## src/rtl/channel_send.sv

```systemverilog
// channel_send: transmitter side of the channel rendezvous, driving the shared single-port RAM
`ifndef ADDRESS_BITS
`define ADDRESS_BITS 8
`endif
`ifndef DATA_BITS
`define DATA_BITS 16
`endif

module channel_send #(
    parameter int addrBits = `ADDRESS_BITS,
    parameter int dataBits = `DATA_BITS
) (
    input  logic                clk,
    input  logic                reset,
    input  logic                start,
    input  logic [addrBits-1:0] channel,
    input  logic [addrBits-1:0] txPid,
    input  logic [dataBits-1:0] message,
    output logic [addrBits-1:0] address,
    output logic                readWriteMode,
    output logic [dataBits-1:0] dataIn,
    input  logic [dataBits-1:0] dataOut,
    output logic                finished,
    output logic                txMustWait,
    output logic                wakeValid,
    output logic [addrBits-1:0] wakePid,
    output logic                protocolError
);

    typedef enum logic [2:0] {IDLE, READ, CHECK, WRITE_MSG, WRITE_CHAN, DONE} state_t;

    state_t              state_q, state_d;
    logic [addrBits-1:0] chan_q, chan_d, pid_q, pid_d, word_q, word_d, wake_pid_q, wake_pid_d;
    logic [dataBits-1:0] msg_q, msg_d;
    logic                must_wait_q, must_wait_d, wake_valid_q, wake_valid_d, perr_q, perr_d;

    // state register; reset aborts any operation in flight
    always_ff @(posedge clk or negedge reset) begin
        if (!reset) state_q <= IDLE;
        else        state_q <= state_d;
    end

    // next-state: a self-addressed channel word skips both writes
    always_comb begin
        state_d = state_q;
        case (state_q)
            IDLE:       state_d = start ? READ : IDLE;
            READ:       state_d = CHECK;
            CHECK:      state_d = (dataOut[addrBits-1:0] == pid_q) ? DONE : WRITE_MSG;
            WRITE_MSG:  state_d = WRITE_CHAN;
            WRITE_CHAN: state_d = DONE;
            default:    state_d = IDLE;
        endcase
    end

    // RAM bus and strobe decode, zero outside the states that use them
    always_comb begin
        address       = '0;
        readWriteMode = 1'b0;
        dataIn        = '0;
        case (state_q)
            READ:       address = chan_q;
            WRITE_MSG: begin
                address       = chan_q + addrBits'(1);
                readWriteMode = 1'b1;
                dataIn        = msg_q;
            end
            WRITE_CHAN: begin
                address       = chan_q;
                readWriteMode = 1'b1;
                dataIn        = (word_q == '0) ? dataBits'(pid_q) : '0;
            end
            default: ;
        endcase
        finished = (state_q == DONE);
    end

    // request latches and result flags; flags persist until the next accepted start
    always_comb begin
        chan_d       = chan_q;
        pid_d        = pid_q;
        msg_d        = msg_q;
        word_d       = word_q;
        must_wait_d  = must_wait_q;
        wake_valid_d = wake_valid_q;
        wake_pid_d   = wake_pid_q;
        perr_d       = perr_q;
        if (state_q == IDLE && start) begin
            chan_d       = channel;
            pid_d        = txPid;
            msg_d        = message;
            must_wait_d  = 1'b0;
            wake_valid_d = 1'b0;
            perr_d       = 1'b0;
        end
        if (state_q == CHECK) begin
            word_d = dataOut[addrBits-1:0];
            perr_d = (dataOut[addrBits-1:0] == pid_q);
        end
        if (state_q == WRITE_CHAN) begin
            must_wait_d  = (word_q == '0);
            wake_valid_d = (word_q != '0);
            wake_pid_d   = (word_q != '0) ? word_q : wake_pid_q;
        end
    end

    // datapath registers
    always_ff @(posedge clk or negedge reset) begin
        if (!reset) begin
            chan_q       <= '0;
            pid_q        <= '0;
            msg_q        <= '0;
            word_q       <= '0;
            must_wait_q  <= 1'b0;
            wake_valid_q <= 1'b0;
            wake_pid_q   <= '0;
            perr_q       <= 1'b0;
        end else begin
            chan_q       <= chan_d;
            pid_q        <= pid_d;
            msg_q        <= msg_d;
            word_q       <= word_d;
            must_wait_q  <= must_wait_d;
            wake_valid_q <= wake_valid_d;
            wake_pid_q   <= wake_pid_d;
            perr_q       <= perr_d;
        end
    end

    assign txMustWait    = must_wait_q;
    assign wakeValid     = wake_valid_q;
    assign wakePid       = wake_pid_q;
    assign protocolError = perr_q;

endmodule

```

## config.mk

```make
export PLATFORM = sky130hd
export DESIGN_NAME = channel_send
export DESIGN_NICKNAME = d
export VERILOG_FILES = /design/src/rtl/channel_send.sv
export SDC_FILE = /design/constraint.sdc
export NUM_CORES = 1
export LEC_CHECK = 0
export ABC_AREA = 1
export CORE_UTILIZATION = 41
export DETAILED_ROUTE_END_ITERATION = 12
export GPL_ROUTABILITY_DRIVEN = 0
export PLACE_DENSITY_LB_ADDON = 0.25
export SLEW_MARGIN = 20
export SYNTH_ARGS = -nofsm -noshare
export SYNTH_HDL_FRONTEND = slang
export SYNTH_SLANG_ARGS = --single-unit
```

## constraint.sdc

```tcl
create_clock -name clk -period 1.35 [get_ports clk]
set_input_delay 0.27 -clock clk [delete_from_list [all_inputs] [get_ports clk]]
set_output_delay 0.27 -clock clk [all_outputs]
set_load 0.1 [all_outputs]
```

After elaboration in Yosys (flattened, before gate mapping)
Cells that the tools add are included.
- $add $sub $neg: 1
- equality and inequality tests: 6
- muxes and demuxes: 11
- reduce and logical (&&, ||, !) cells: 9
- operator list (cell ; count):
    16-bit case mux with 2 select lines ; 1
    8-bit case mux with 2 select lines ; 1
    3-bit case mux with 5 select lines ; 1
    8-bit by 1-bit adder with 8-bit output (second input constant) ; 1
    8-bit == test ; 1
    8-bit logical NOT ; 1
    8-bit 2-to-1 mux ; 1
    8-bit nonzero test ; 1
    3-bit by 2-bit == test with 1-bit output (second input constant) ; 2
    3-bit == test (second input constant) ; 2
    1-bit 2-to-1 mux ; 6
    2-bit nonzero test ; 2
    2-bit OR reduction ; 2
    3-bit by 1-bit == test with 1-bit output (second input constant) ; 1
    3-bit logical NOT ; 1
    3-bit 2-to-1 mux ; 1
    2-bit AND reduction ; 1
    1-bit logical AND ; 1
- register bits after elaboration: 54
- input bits: 51
- word-level logic and storage cells: 36

Logic depth before layout (Yosys ltp)
- word-level depth: 4
- gate-level depth with buffers: 8
- depth with buffers taken out: 8

Worst setup path before layout
Ideal clock, no wire load.
- kind: register to output
- start point: register word_q[7]
- end point: output port dataIn[0]
- arrival: 3016 ps
- required time: 1080 ps
- path slack: -1936 ps
- cell stages (with the launch flop): 6
- path buffers: 0
- cells stage by stage: dfrtp_1 > nor2_1 > nand3_1 > nor2_1 > nand2_1 > o21ai_0
- word-level cells in the longest chain between the ends: 3
- RTL lines (element ; line ; text):
    start, declared ; 33 ; logic [addrBits-1:0] chan_q, chan_d, pid_q, pid_d, word_q, word_d, wake_pid_q, wake_pid_d;
    start signal, assigned ; 122 ; word_q <= word_d;
    8-bit logical NOT ; 71 ; dataIn = (word_q == '0) ? dataBits'(pid_q) : '0;
    8-bit 2-to-1 mux ; 71 ;
    16-bit case mux with 2 select lines ; 61 ; case (state_q)
    end, declared ; 21 ; output logic [dataBits-1:0] dataIn,
No other way between the ends.

Final worst setup path
- start point: register word_q[2]
- end point: output port dataIn[5]
Same word-level chain as after synthesis.

==> impl_metrics.toml <==
[yosys]
synth-simple-area-share_pct = 22.74
portion_of_the_post_synthesis_area_used_by_sequential_elements_pct = 51.60
synth-seq-cells = 54
combinational_family_with_the_most_area_after_synthesis = "simple AND/OR/NAND/NOR gates"
synthesized_nets = 353
synth_area_sq_um = 2619
multiplexer_share_of_the_synthesized_area_pct = 7.310
synth_area_in_compound_gates_pct = 8.696
netlist_instances = 301
total_number_of_yosys_warnings = 0
synth_fa_ha_area_share_pct = 0.4778
synthXorXnorAreaFrac_pct = 1.338
synth_cell_types = 28
syn_avg_cell_area_sq_um = 8.700

[floorplanning]
initial_core_util_pct = 43.46
floorplan.die.width_microns = 81.92
die-height_microns = 81.92
ioPinCount = 88
fp-row-count = 28
core_area_sq_um = 6026
die_area_sq_um = 6711

[route]
first_iter_violations = 375
drt_pre_antenna_iters = 7
ant_nets = 0
routed_wl_microns = 11610
drc_errors = 0
post_drt_wl_per_cell_microns = 22.50
vias_per_cell = 5.820
routed-via-count = 3003

[placement]
detailed_place_hpwl_microns = 5418
buffer_ports.inserted = 79

[timing]
grt_setup_unrepaired = "yes"
worst_slew_margin_relative_to_its_limit_pct = 67.06
tightest_slew_ns = 0.4940
hold_viol = 0
finalSetupViolCount = 72
max_freq_mhz = 484.1
post-route-period-util_pct = 153.0
clock_skew_ns = 0.009395
final_max_slew_viol_count = 0
setup_ws_ns = -0.7159
setup_total_negative_slack_ns = -25.76
finalCriticalPeriod_ns = 2.066
finalHoldWorstSlack_ns = 0.4508

[clock_network]
clock_pin_slew_worst_setup_and_hold_paths_ns = 0.12
numCtsBuffers = 5
clockRootBuffer = "sky130_fd_sc_hd__clkbuf_8"
clkSinkCount = 54
cts_tree = "done"
cts.htree.levels = 2
worstSkewPairLatency_ns = 0.32
cts_buffer_depth = 2

[power]
ir_worst_vdd_mv = 2.046
power.leakage_nw = 2.393
powerDensity_nw_per_um2 = 2845

[worst_setup_path]
startpoint_type = "register"
cp-end-kind = "output pin"
cp.required_ns = 1.08
cp_data_arrival_time_ns = 1.80
cp_max_fo = 6
worst_path_class_setup = "register to output pin"

[final_layout]
area_growth_pct = 100.5
fin_nets = 492
antennaDiodeCount = 0
drive_above_1_share_pct = 51.47

[grt]
grt_max_degree = 20
global_route_wire_length_before_repair_microns = 14260
global_route_usage_over_all_layers_pct = 28.53
antenna_found_initial = 0
first_global_vias = 2839
grt_overflow = 0

[outcome]
failed_checks = "negative setup slack"
status = "finished with violations"

[flow_run]
maxCapViolations = 0

[worst_hold_path]
hold_path.class = "input port to asynchronous set/reset pin"
[layer usage]
| metal | share of wire (%) | GRT usage, % | up-vias | wire [microns] |
|---|---|---|---|---|
| li1 | - | - | 1234 | - |
| met1 | 35 | 33.87 | 1476 | 4058 |
| met2 | 49 | 50.83 | 214 | 5694 |
| met3 | 8.0 | 5.667 | 79 | 923 |
| met4 | 8.0 | 10.00 | 0 | 934 |
| met5 | 0 | 0 | - | 0 |
[worst max-delay path: stages, from the launching register on]
cell	delay (ns)
sky130_fd_sc_hd__dfrtp_1	0.43
sky130_fd_sc_hd__nor2_2	0.13
sky130_fd_sc_hd__nand3_2	0.11
sky130_fd_sc_hd__nor2_4	0.23
sky130_fd_sc_hd__nand2_4	0.16
sky130_fd_sc_hd__o21ai_4	0.20
sky130_fd_sc_hd__buf_12	0.20
[per-stage QoR]
stage | instances | utilization, % | power (mW) | instance area [sq um] | worst slack, ns
final | 516 | 87.15 | 14.94 | 5251 | -0.7159
after global routing | 516 | 87.15 | 15.37 | 5251 | -0.7490
after CTS | 512 | 82.48 | 13.67 | 4970 | -0.6055
after detailed placement | 491 | 74.61 | 11.84 | 4496 | -0.2848
after global placement | 491 | 74.61 | 11.62 | 4496 | -0.2299
after floorplan | 301 | - | 8.480 | 2914 | -0.5740
[registers in the layout, indices dropped and copies added (netlist names)]
name / flops
chan_q: 8
msg_q: 16
pid_q: 8
protocolError: 1
state_q: 3
txMustWait: 1
wakePid: 8
wakeValid: 1
word_q: 8
[synth_stat cells (all sizes together)]
cell type,instances,area (sq um)
o31ai,1,7.510
ha,1,12.51
xor2,1,8.760
nand4,3,18.77
o21ai,19,102.6
xnor2,3,26.28
buf,9,66.31
mux2,14,191.4
nand3,18,102.6
a21oi,18,90.09
o22ai,2,18.77
inv,37,138.9
nor2,36,142.6
nand2,82,310.3
dfrtp,54,1351
a22o,1,8.760
nor3,2,21.27
[area by class of cell]
type | count | area (sq um)
inverter | 37 | 148.9
multi-input combinational | 201 | 1683
clock inverter | 3 | 28.78
clock buffer | 5 | 68.82
fill | 228 | 774.5
sequential | 54 | 1355
tap | 75 | 93.84
timing repair buffer | 141 | 1873
[path summary, 6_finish.rpt]
check,cells after the start,to,startpoint,slack [ns]
worst max register to register,8,msg_q[8],state_q[0],-0.30
max in group asynchronous,3,chan_q[1],reset,0.40
worst min register to register,1,msg_q[4],msg_q[4],0.55
min in group clk,1,msg_q[4],msg_q[4],0.55
worst max-delay path,6,dataIn[5],word_q[2],-0.72
worst min-delay path,2,word_q[7],reset,0.45
[cell families after synthesis]
| group | after synthesis |
|---|---|
| AND/OR/NAND/NOR | 141 |
| flip-flops | 54 |
| buffers and inverters | 46 |
| AO/OA/AOI/OAI | 41 |
| multiplexers | 14 |
| XOR/XNOR | 4 |
| adder cells (fa/ha/maj) | 1 |
[report_power, final]
part           switching (mW)  internal, mW
combinational            6.53          4.28
clock                   0.627         0.387
sequential              0.740          2.37
total                    7.90          7.04
[cells in the final DEF, fill, tap and decap left out, drive strengths merged, types with 2 or more instances in the layout]
cell type / synthesis / routed
mux2: 14 / 14
dfrtp: 54 / 54
clkdlybuf4s50: 0 / 41
a21oi: 18 / 18
inv: 37 / 38
nor2: 36 / 36
clkinv: 0 / 2
nand4: 3 / 3
nand3: 18 / 18
nor3: 2 / 2
o22ai: 2 / 2
xnor2: 3 / 3
clkbuf: 0 / 7
nand2: 82 / 82
buf: 9 / 97
o21ai: 19 / 19
[what timing repair did]
| item | in CTS | in global routing |
|---|---|---|
| resized for setup | 65 | 57 |
| hold buffers | 1 | 0 |
| cloned | 3 | 3 |
| endpoints found under the hold margin | 16 | 0 |
| pin swaps | 22 | 17 |
| setup buffers | 9 | 5 |
| setup endpoints to repair | 69 | 80 |
Note: power is estimated with default switching activity, not from simulation.
